File: src/rtl/mac_ctrl_pkg.sv
// Shared types and constants for the dot-product MAC sequencer.
// The drain counter is sized for the largest supported memory and MAC latencies.
package mac_ctrl_pkg;

    typedef enum logic [2:0] {
        IDLE    = 3'd0,
        CLEAR   = 3'd1,
        FETCH   = 3'd2,
        DRAIN   = 3'd3,
        CAPTURE = 3'd4
    } ctrlState_e;

    localparam int MAX_MEM_LATENCY = 4;
    localparam int MAX_MAC_LATENCY = 4;
    // Holds counts 0..MEM_LATENCY+MAC_LATENCY, i.e. MEM_LATENCY+1+MAC_LATENCY drain cycles
    localparam int DRAIN_CNT_W = $clog2(MAX_MEM_LATENCY + MAX_MAC_LATENCY + 1 + 1);

endpackage

File: src/rtl/mac_addr_gen.sv
// Linear read-address generator: element index plus base-relative A/B addresses.
// Addresses are registered and wrap modulo 2^ADDR_W.
module mac_addr_gen #(
    parameter int ADDR_W = 9,
    parameter int LEN_W  = 9
) (
    input  logic              clk,
    input  logic              reset,
    input  logic              load,
    input  logic              advance,
    input  logic [ADDR_W-1:0] base_a,
    input  logic [ADDR_W-1:0] base_b,
    input  logic [LEN_W-1:0]  len,
    output logic [ADDR_W-1:0] addr_a,
    output logic [ADDR_W-1:0] addr_b,
    output logic              last
);

    localparam logic [LEN_W-1:0] IDX_ONE = {{(LEN_W-1){1'b0}}, 1'b1};

    logic [LEN_W-1:0]  idxR;
    logic [LEN_W-1:0]  idxNextS;
    logic [ADDR_W-1:0] baseAR;
    logic [ADDR_W-1:0] baseBR;
    logic [ADDR_W-1:0] addrAR;
    logic [ADDR_W-1:0] addrBR;

    // Next element index
    always_comb begin
        idxNextS = idxR + IDX_ONE;
    end

    // Index counter, latched bases and registered addresses
    always_ff @(posedge clk) begin
        if (reset) begin
            idxR   <= {LEN_W{1'b0}};
            baseAR <= {ADDR_W{1'b0}};
            baseBR <= {ADDR_W{1'b0}};
            addrAR <= {ADDR_W{1'b0}};
            addrBR <= {ADDR_W{1'b0}};
        end else if (load) begin
            idxR   <= {LEN_W{1'b0}};
            baseAR <= base_a;
            baseBR <= base_b;
            addrAR <= base_a;
            addrBR <= base_b;
        end else if (advance) begin
            idxR   <= idxNextS;
            addrAR <= baseAR + ADDR_W'(idxNextS);
            addrBR <= baseBR + ADDR_W'(idxNextS);
        end else begin
            idxR   <= idxR;
            baseAR <= baseAR;
            baseBR <= baseBR;
            addrAR <= addrAR;
            addrBR <= addrBR;
        end
    end

    assign addr_a = addrAR;
    assign addr_b = addrBR;
    assign last   = (idxR == (len - IDX_ONE));

endmodule

File: src/rtl/mac_dot_product_ctrl.sv
// Dot-product sequencer: clears an external MAC, streams len operand pairs from two
// memories into it with an aligned valid strobe, then captures the accumulated result.
module mac_dot_product_ctrl
    import mac_ctrl_pkg::*;
#(
    parameter int bitwidthA      = 8,
    parameter int bitwidthB      = 8,
    parameter int bitwidthAccRes = 25,
    parameter int ADDR_W         = 9,
    parameter int LEN_W          = 9,
    parameter int MEM_LATENCY    = 1,
    parameter int MAC_LATENCY    = 1
) (
    input  logic                      clk,
    input  logic                      reset,
    input  logic                      start,
    input  logic [LEN_W-1:0]          vec_len,
    input  logic [ADDR_W-1:0]         base_addr_a,
    input  logic [ADDR_W-1:0]         base_addr_b,
    output logic                      busy,
    output logic                      done,
    output logic [bitwidthAccRes-1:0] result,
    output logic                      result_valid,
    output logic                      mem_rd_en,
    output logic [ADDR_W-1:0]         mem_addr_a,
    output logic [ADDR_W-1:0]         mem_addr_b,
    input  logic [bitwidthA-1:0]      mem_data_a,
    input  logic [bitwidthB-1:0]      mem_data_b,
    output logic                      mac_clear,
    output logic                      mac_valid,
    output logic [bitwidthA-1:0]      mac_a,
    output logic [bitwidthB-1:0]      mac_b,
    input  logic [bitwidthAccRes-1:0] mac_result
);

    localparam logic [DRAIN_CNT_W-1:0] DRAIN_ONE  = {{(DRAIN_CNT_W-1){1'b0}}, 1'b1};
    localparam logic [DRAIN_CNT_W-1:0] DRAIN_LAST = DRAIN_CNT_W'(MEM_LATENCY + MAC_LATENCY);

    ctrlState_e                stateR;
    ctrlState_e                nextStateS;
    logic [LEN_W-1:0]          lenR;
    logic [DRAIN_CNT_W-1:0]    drainCntR;
    logic                      loadS;
    logic                      advanceS;
    logic                      lastS;
    logic [ADDR_W-1:0]         addrAS;
    logic [ADDR_W-1:0]         addrBS;

    logic                      busyR;
    logic                      doneR;
    logic [bitwidthAccRes-1:0] resultR;
    logic                      resultValidR;
    logic                      memRdEnR;
    logic                      macClearR;
    logic [MEM_LATENCY:0]      validPipeR;
    logic [bitwidthA-1:0]      macAR;
    logic [bitwidthB-1:0]      macBR;

    mac_addr_gen #(
        .ADDR_W (ADDR_W),
        .LEN_W  (LEN_W)
    ) u_addrGen (
        .clk     (clk),
        .reset   (reset),
        .load    (loadS),
        .advance (advanceS),
        .base_a  (base_addr_a),
        .base_b  (base_addr_b),
        .len     (lenR),
        .addr_a  (addrAS),
        .addr_b  (addrBS),
        .last    (lastS)
    );

    // Next-state decode; a start coinciding with done is refused so done stays a clean pulse
    always_comb begin
        nextStateS = stateR;
        loadS      = 1'b0;
        advanceS   = 1'b0;
        case (stateR)
            IDLE: begin
                if (start && !doneR) begin
                    loadS      = 1'b1;
                    nextStateS = CLEAR;
                end else begin
                    nextStateS = IDLE;
                end
            end
            CLEAR: begin
                if (lenR == {LEN_W{1'b0}}) begin
                    nextStateS = CAPTURE;
                end else begin
                    nextStateS = FETCH;
                end
            end
            FETCH: begin
                advanceS = 1'b1;
                if (lastS) begin
                    nextStateS = DRAIN;
                end else begin
                    nextStateS = FETCH;
                end
            end
            DRAIN: begin
                if (drainCntR == DRAIN_LAST) begin
                    nextStateS = CAPTURE;
                end else begin
                    nextStateS = DRAIN;
                end
            end
            CAPTURE: begin
                nextStateS = IDLE;
            end
            default: begin
                nextStateS = IDLE;
            end
        endcase
    end

    // State register, latched length and drain counter
    always_ff @(posedge clk) begin
        if (reset) begin
            stateR    <= IDLE;
            lenR      <= {LEN_W{1'b0}};
            drainCntR <= {DRAIN_CNT_W{1'b0}};
        end else begin
            stateR    <= nextStateS;
            lenR      <= loadS ? vec_len : lenR;
            drainCntR <= (stateR == DRAIN) ? (drainCntR + DRAIN_ONE) : {DRAIN_CNT_W{1'b0}};
        end
    end

    // Control outputs registered from the next state so they line up with the state itself
    always_ff @(posedge clk) begin
        if (reset) begin
            busyR     <= 1'b0;
            memRdEnR  <= 1'b0;
            macClearR <= 1'b0;
            doneR     <= 1'b0;
        end else begin
            busyR     <= (nextStateS != IDLE);
            memRdEnR  <= (nextStateS == FETCH);
            macClearR <= (nextStateS == CLEAR);
            doneR     <= (stateR == CAPTURE);
        end
    end

    // Result capture; result_valid drops only when a new operation is accepted
    always_ff @(posedge clk) begin
        if (reset) begin
            resultR      <= {bitwidthAccRes{1'b0}};
            resultValidR <= 1'b0;
        end else if (loadS) begin
            resultR      <= resultR;
            resultValidR <= 1'b0;
        end else if (stateR == CAPTURE) begin
            resultR      <= mac_result;
            resultValidR <= 1'b1;
        end else begin
            resultR      <= resultR;
            resultValidR <= resultValidR;
        end
    end

    // Valid delay line; operands are registered the cycle before their valid reaches the MAC
    always_ff @(posedge clk) begin
        if (reset) begin
            validPipeR <= {(MEM_LATENCY+1){1'b0}};
            macAR      <= {bitwidthA{1'b0}};
            macBR      <= {bitwidthB{1'b0}};
        end else begin
            validPipeR <= {validPipeR[MEM_LATENCY-1:0], memRdEnR};
            if (validPipeR[MEM_LATENCY-1]) begin
                macAR <= mem_data_a;
                macBR <= mem_data_b;
            end else begin
                macAR <= macAR;
                macBR <= macBR;
            end
        end
    end

    assign busy         = busyR;
    assign done         = doneR;
    assign result       = resultR;
    assign result_valid = resultValidR;
    assign mem_rd_en    = memRdEnR;
    assign mem_addr_a   = addrAS;
    assign mem_addr_b   = addrBS;
    assign mac_clear    = macClearR;
    assign mac_valid    = validPipeR[MEM_LATENCY];
    assign mac_a        = macAR;
    assign mac_b        = macBR;

endmodule

File: config.mk
export PLATFORM = sky130hd
export DESIGN_NAME = mac_dot_product_ctrl
export DESIGN_NICKNAME = d
export VERILOG_FILES = /design/src/rtl/mac_ctrl_pkg.sv /design/src/rtl/mac_addr_gen.sv /design/src/rtl/mac_dot_product_ctrl.sv
export SDC_FILE = /design/constraint.sdc
export NUM_CORES = 1
export LEC_CHECK = 0
export BUFFER_PORTS_ARGS = -buffer_cell sky130_fd_sc_hd__buf_2
export CORE_MARGIN = 4
export CORE_UTILIZATION = 50
export DETAILED_ROUTE_END_ITERATION = 7
export MAX_ROUTING_LAYER = met4
export PLACE_DENSITY = 0.87
export REMOVE_ABC_BUFFERS = 1
export SETUP_SLACK_MARGIN = 0.15
export SKIP_CTS_REPAIR_TIMING = 1
export SYNTH_ARGS = -nofsm -noshare
export SYNTH_HDL_FRONTEND = slang
export SYNTH_SLANG_ARGS = --single-unit
File: constraint.sdc
create_clock -name clk -period 3.5 [get_ports clk]
set_input_delay 0.175 -clock clk [delete_from_list [all_inputs] [get_ports clk]]
set_output_delay 0.175 -clock clk [all_outputs]
set_load 0.02 [all_outputs]
==> results.sh <==
export IMPL_syn_area_um2=5090
export IMPL_netlist_instances=618
export IMPL_ys_ff_latch=109
export IMPL_drtAntennaViolNets=0
export IMPL_ir_worst_vdd_mv=0.208
export IMPL_power_density_nw_per_um2=445
export IMPL_cts_root_buffer="clkbuf_8"
export IMPL_clock_latency_ps=380
export IMPL_synth_top_family_by_area="simple AND/OR/NAND/NOR gates"
export IMPL_grt_overflow=0
export IMPL_syn_to_final_growth_pct=18.5
export IMPL_drt_initial_drc_count=274
export IMPL_rows=36
export IMPL_grt_met2_usage_pct=39.3
export IMPL_min_path_type="in -> reg"
export IMPL_finalSetupTns_ps=0
export IMPL_synth_cell_types=51
export IMPL_worstPathRequired_ps=3750
export IMPL_drc_errors=0
export IMPL_rsz0062_at_grt="false"
export IMPL_vias=4659
export IMPL_fillerInstances=840
export IMPL_synthMuxAreaShare_pct=3.93
export IMPL_cts_tree="yes"
export IMPL_yosysSeqAreaShare_pct=42.9
export IMPL_arrival_ps=3210
export IMPL_tightest_slew_ps=908
export IMPL_synth_compound_area_share_pct=15.8
export IMPL_portBuffers=135
export IMPL_synth_main_ff_cell="dfxtp_1"
export IMPL_most_common_layout_cells="142 x nand2_1, 135 x buf_2, 109 x dfxtp_1"
export IMPL_drive_gt1_share_pct=22.8
export IMPL_synth_xor_area_share_pct=6.56
export IMPL_cts_buffers_inserted=9
export IMPL_start_util_pct=51.6
export IMPL_top_usage_layer="met2"
export IMPL_die_w_um=109
export IMPL_yosysWarnings=0
export IMPL_period_share_pct=84.6
export IMPL_grt_use_met3_pct=3.79
export IMPL_finClkSkew_ps=9.85
export IMPL_critPathCaptureType="register"
export IMPL_critPathKind="reg -> reg"
export IMPL_die_h_um=109
export IMPL_max_freq_mhz=338
export IMPL_final_util_pct=61.2
export IMPL_core_area_um2=9860
export IMPL_synth_simple_area_share_pct=21.7
export IMPL_routed_wl_um=13000
export IMPL_ios=136
export IMPL_status="complete, no violations"
export IMPL_max_cap_violations=0
export IMPL_async_reset_ff_share_pct=0
export IMPL_fin_crit_ps=2960
export IMPL_firstDrtPassIters=5
export IMPL_clock_sinks=109
export IMPL_r2r_setup_slack_ps=540
export IMPL_finalHoldViolations=0
export IMPL_synth_edf_count=0
export IMPL_vias_per_cell=5.36
export IMPL_worst_path_max_fanout=5
export IMPL_grt_pass1_wl_um=21100
export IMPL_synth_adder_area_share_pct=5.70
export IMPL_fp_dieArea_um2=11900
export IMPL_dp_hpwl_um=9520
export IMPL_wire_per_inst_um=14.9
export IMPL_grt_antenna_before_repair=0
export IMPL_avgSynthCellArea_um2=8.24
export IMPL_clk_path_buf_depth=2
export IMPL_layout_nets=824
export IMPL_grt_pass1_vias=4677
export IMPL_gp_congestion=0.866
export IMPL_htreeDepth=3
export IMPL_finalMaxSlewViolations=0
export IMPL_layout_commonest_cell="nand2_1"
export IMPL_startpoint_type="register"
export IMPL_setup_viol_count_final=0
export IMPL_p_leak_nw=2.68
export IMPL_grt_total_usage_pct=22.6
export IMPL_slew_limit_headroom_pct=39.4
export IMPL_gr_usage_met1_pct=25.5
export IMPL_clk_pin_slew_ps=120
export IMPL_grt_max_degree=52
==> area by class of cell <==
| class | instances | area, µm² | area share, % |
|---|---|---|---|
| Inverter | 6 | 22.5 | 0.373 |
| Clock inverter | 7 | 77.6 | 1.29 |
| Clock buffer | 9 | 124 | 2.05 |
| Timing Repair Buffer | 141 | 721 | 11.9 |
| Multi-Input combinational cell | 464 | 2740 | 45.4 |
| Sequential cell | 109 | 2180 | 36.2 |
| Tap cell | 133 | 166 | 2.76 |
| Antenna cell | 1 | 2.50 | 0.0415 |
==> synthesized netlist by cell type (2+ instances only) <==
master | number | area [µm²]
nor3b_1 | 3 | 22.5
xor2_1 | 13 | 114
inv_1 | 6 | 22.5
o41ai_1 | 2 | 17.5
fa_1 | 2 | 40.0
a21oi_1 | 79 | 395
buf_1 | 2 | 7.51
and4_1 | 2 | 17.5
and3_1 | 5 | 31.3
nand2_1 | 142 | 533
o21ai_0 | 12 | 60.1
buf_2 | 2 | 10.0
o211ai_1 | 3 | 22.5
and2_1 | 4 | 25.0
nor3_1 | 17 | 85.1
or2_2 | 4 | 25.0
nand2b_1 | 3 | 18.8
xnor2_1 | 20 | 175
dfxtp_1 | 109 | 2180
a211oi_1 | 10 | 75.1
clkbuf_1 | 34 | 128
nor2_1 | 53 | 199
or3_1 | 2 | 12.5
mux2i_1 | 20 | 200
o21a_1 | 2 | 15.0
o31ai_1 | 2 | 15.0
nand3_1 | 8 | 40.0
ha_1 | 20 | 250
o21bai_1 | 2 | 15.0
a2111oi_0 | 6 | 52.6
a21o_1 | 7 | 52.6
nor2b_1 | 2 | 12.5
xnor3_1 | 2 | 45.0
==> logic make-up (layout without fill, tap and decap cells) <==
logic type,count (synthesis),in the layout
xor+xnor,35,35
mux,20,20
compound gates,134,134
buf+inv,45,163
simple gates,253,253
flops,109,109
other cells,0,1
fa+ha+maj,22,22
==> per-layer routing <==
layer  part of all wire, %  wire, µm
met5                     0         0
met4                   2.7       352
met3                   4.9       632
met2                    52      6700
met1                    41      5270
==> worst max-delay path, stage by stage (launching register included) <==
cell	delay, ps
dfxtp_1	440
ha_1	230
nand3_1	190
or2_2	390
xnor2_1	290
ha_1	340
o21ai_0	190
nor2_1	70
a21oi_1	180
xnor2_1	90
a2111oi_0	410
==> metrics by stage <==
step | hold slack [ps] | setup slack [ps] | cells | total power, mW | cell area [µm²]
finish | 8.39 | 539 | 870 | 2.69 | 6030
floorplan | 244 | 1030 | 579 | 1.75 | 4940
detailed placement | 421 | 565 | 853 | 1.95 | 5830
global placement | 409 | 841 | 853 | 1.92 | 5830
global route | 4.56 | 247 | 869 | 2.82 | 6030
CTS | -3.26 | 545 | 869 | 2.71 | 6030
==> worst paths after layout <==
path,start,endpoint,cells after the start
worst max register to register,u_addrGen.idxR[0]$_SDFFE_PP0P_,u_addrGen.addr_a[8]$_SDFFE_PP0P_,10
worst max-delay path,u_addrGen.idxR[0]$_SDFFE_PP0P_,u_addrGen.addr_a[8]$_SDFFE_PP0P_,10
worst min-delay path,mac_result[1],result[1]$_SDFFE_PP0P_,3
worst min register to register,result[8]$_SDFFE_PP0P_,result[8]$_SDFFE_PP0P_,2
==> flip-flops by register name, indices dropped and copies added (netlist names), 2 cells and up <==
name              count
stateR                3
u_addrGen.baseAR      9
u_addrGen.addr_a      9
u_addrGen.idxR        9
u_addrGen.addr_b      9
mac_b                 8
result               25
u_addrGen.baseBR      9
mac_a                 8
lenR                  9
drainCntR             4
validPipeR            2
==> report_power, final <==
group | total, mW | internal, mW | switching, mW | leakage [nW]
Clock | 0.762 | 0.282 | 0.480 | 0.0979
Sequential | 1.38 | 1.32 | 0.0649 | 0.887
Combinational | 0.542 | 0.215 | 0.326 | 1.70
Total | 2.69 | 1.82 | 0.871 | 2.68
Power figures use the tool's default switching activity.
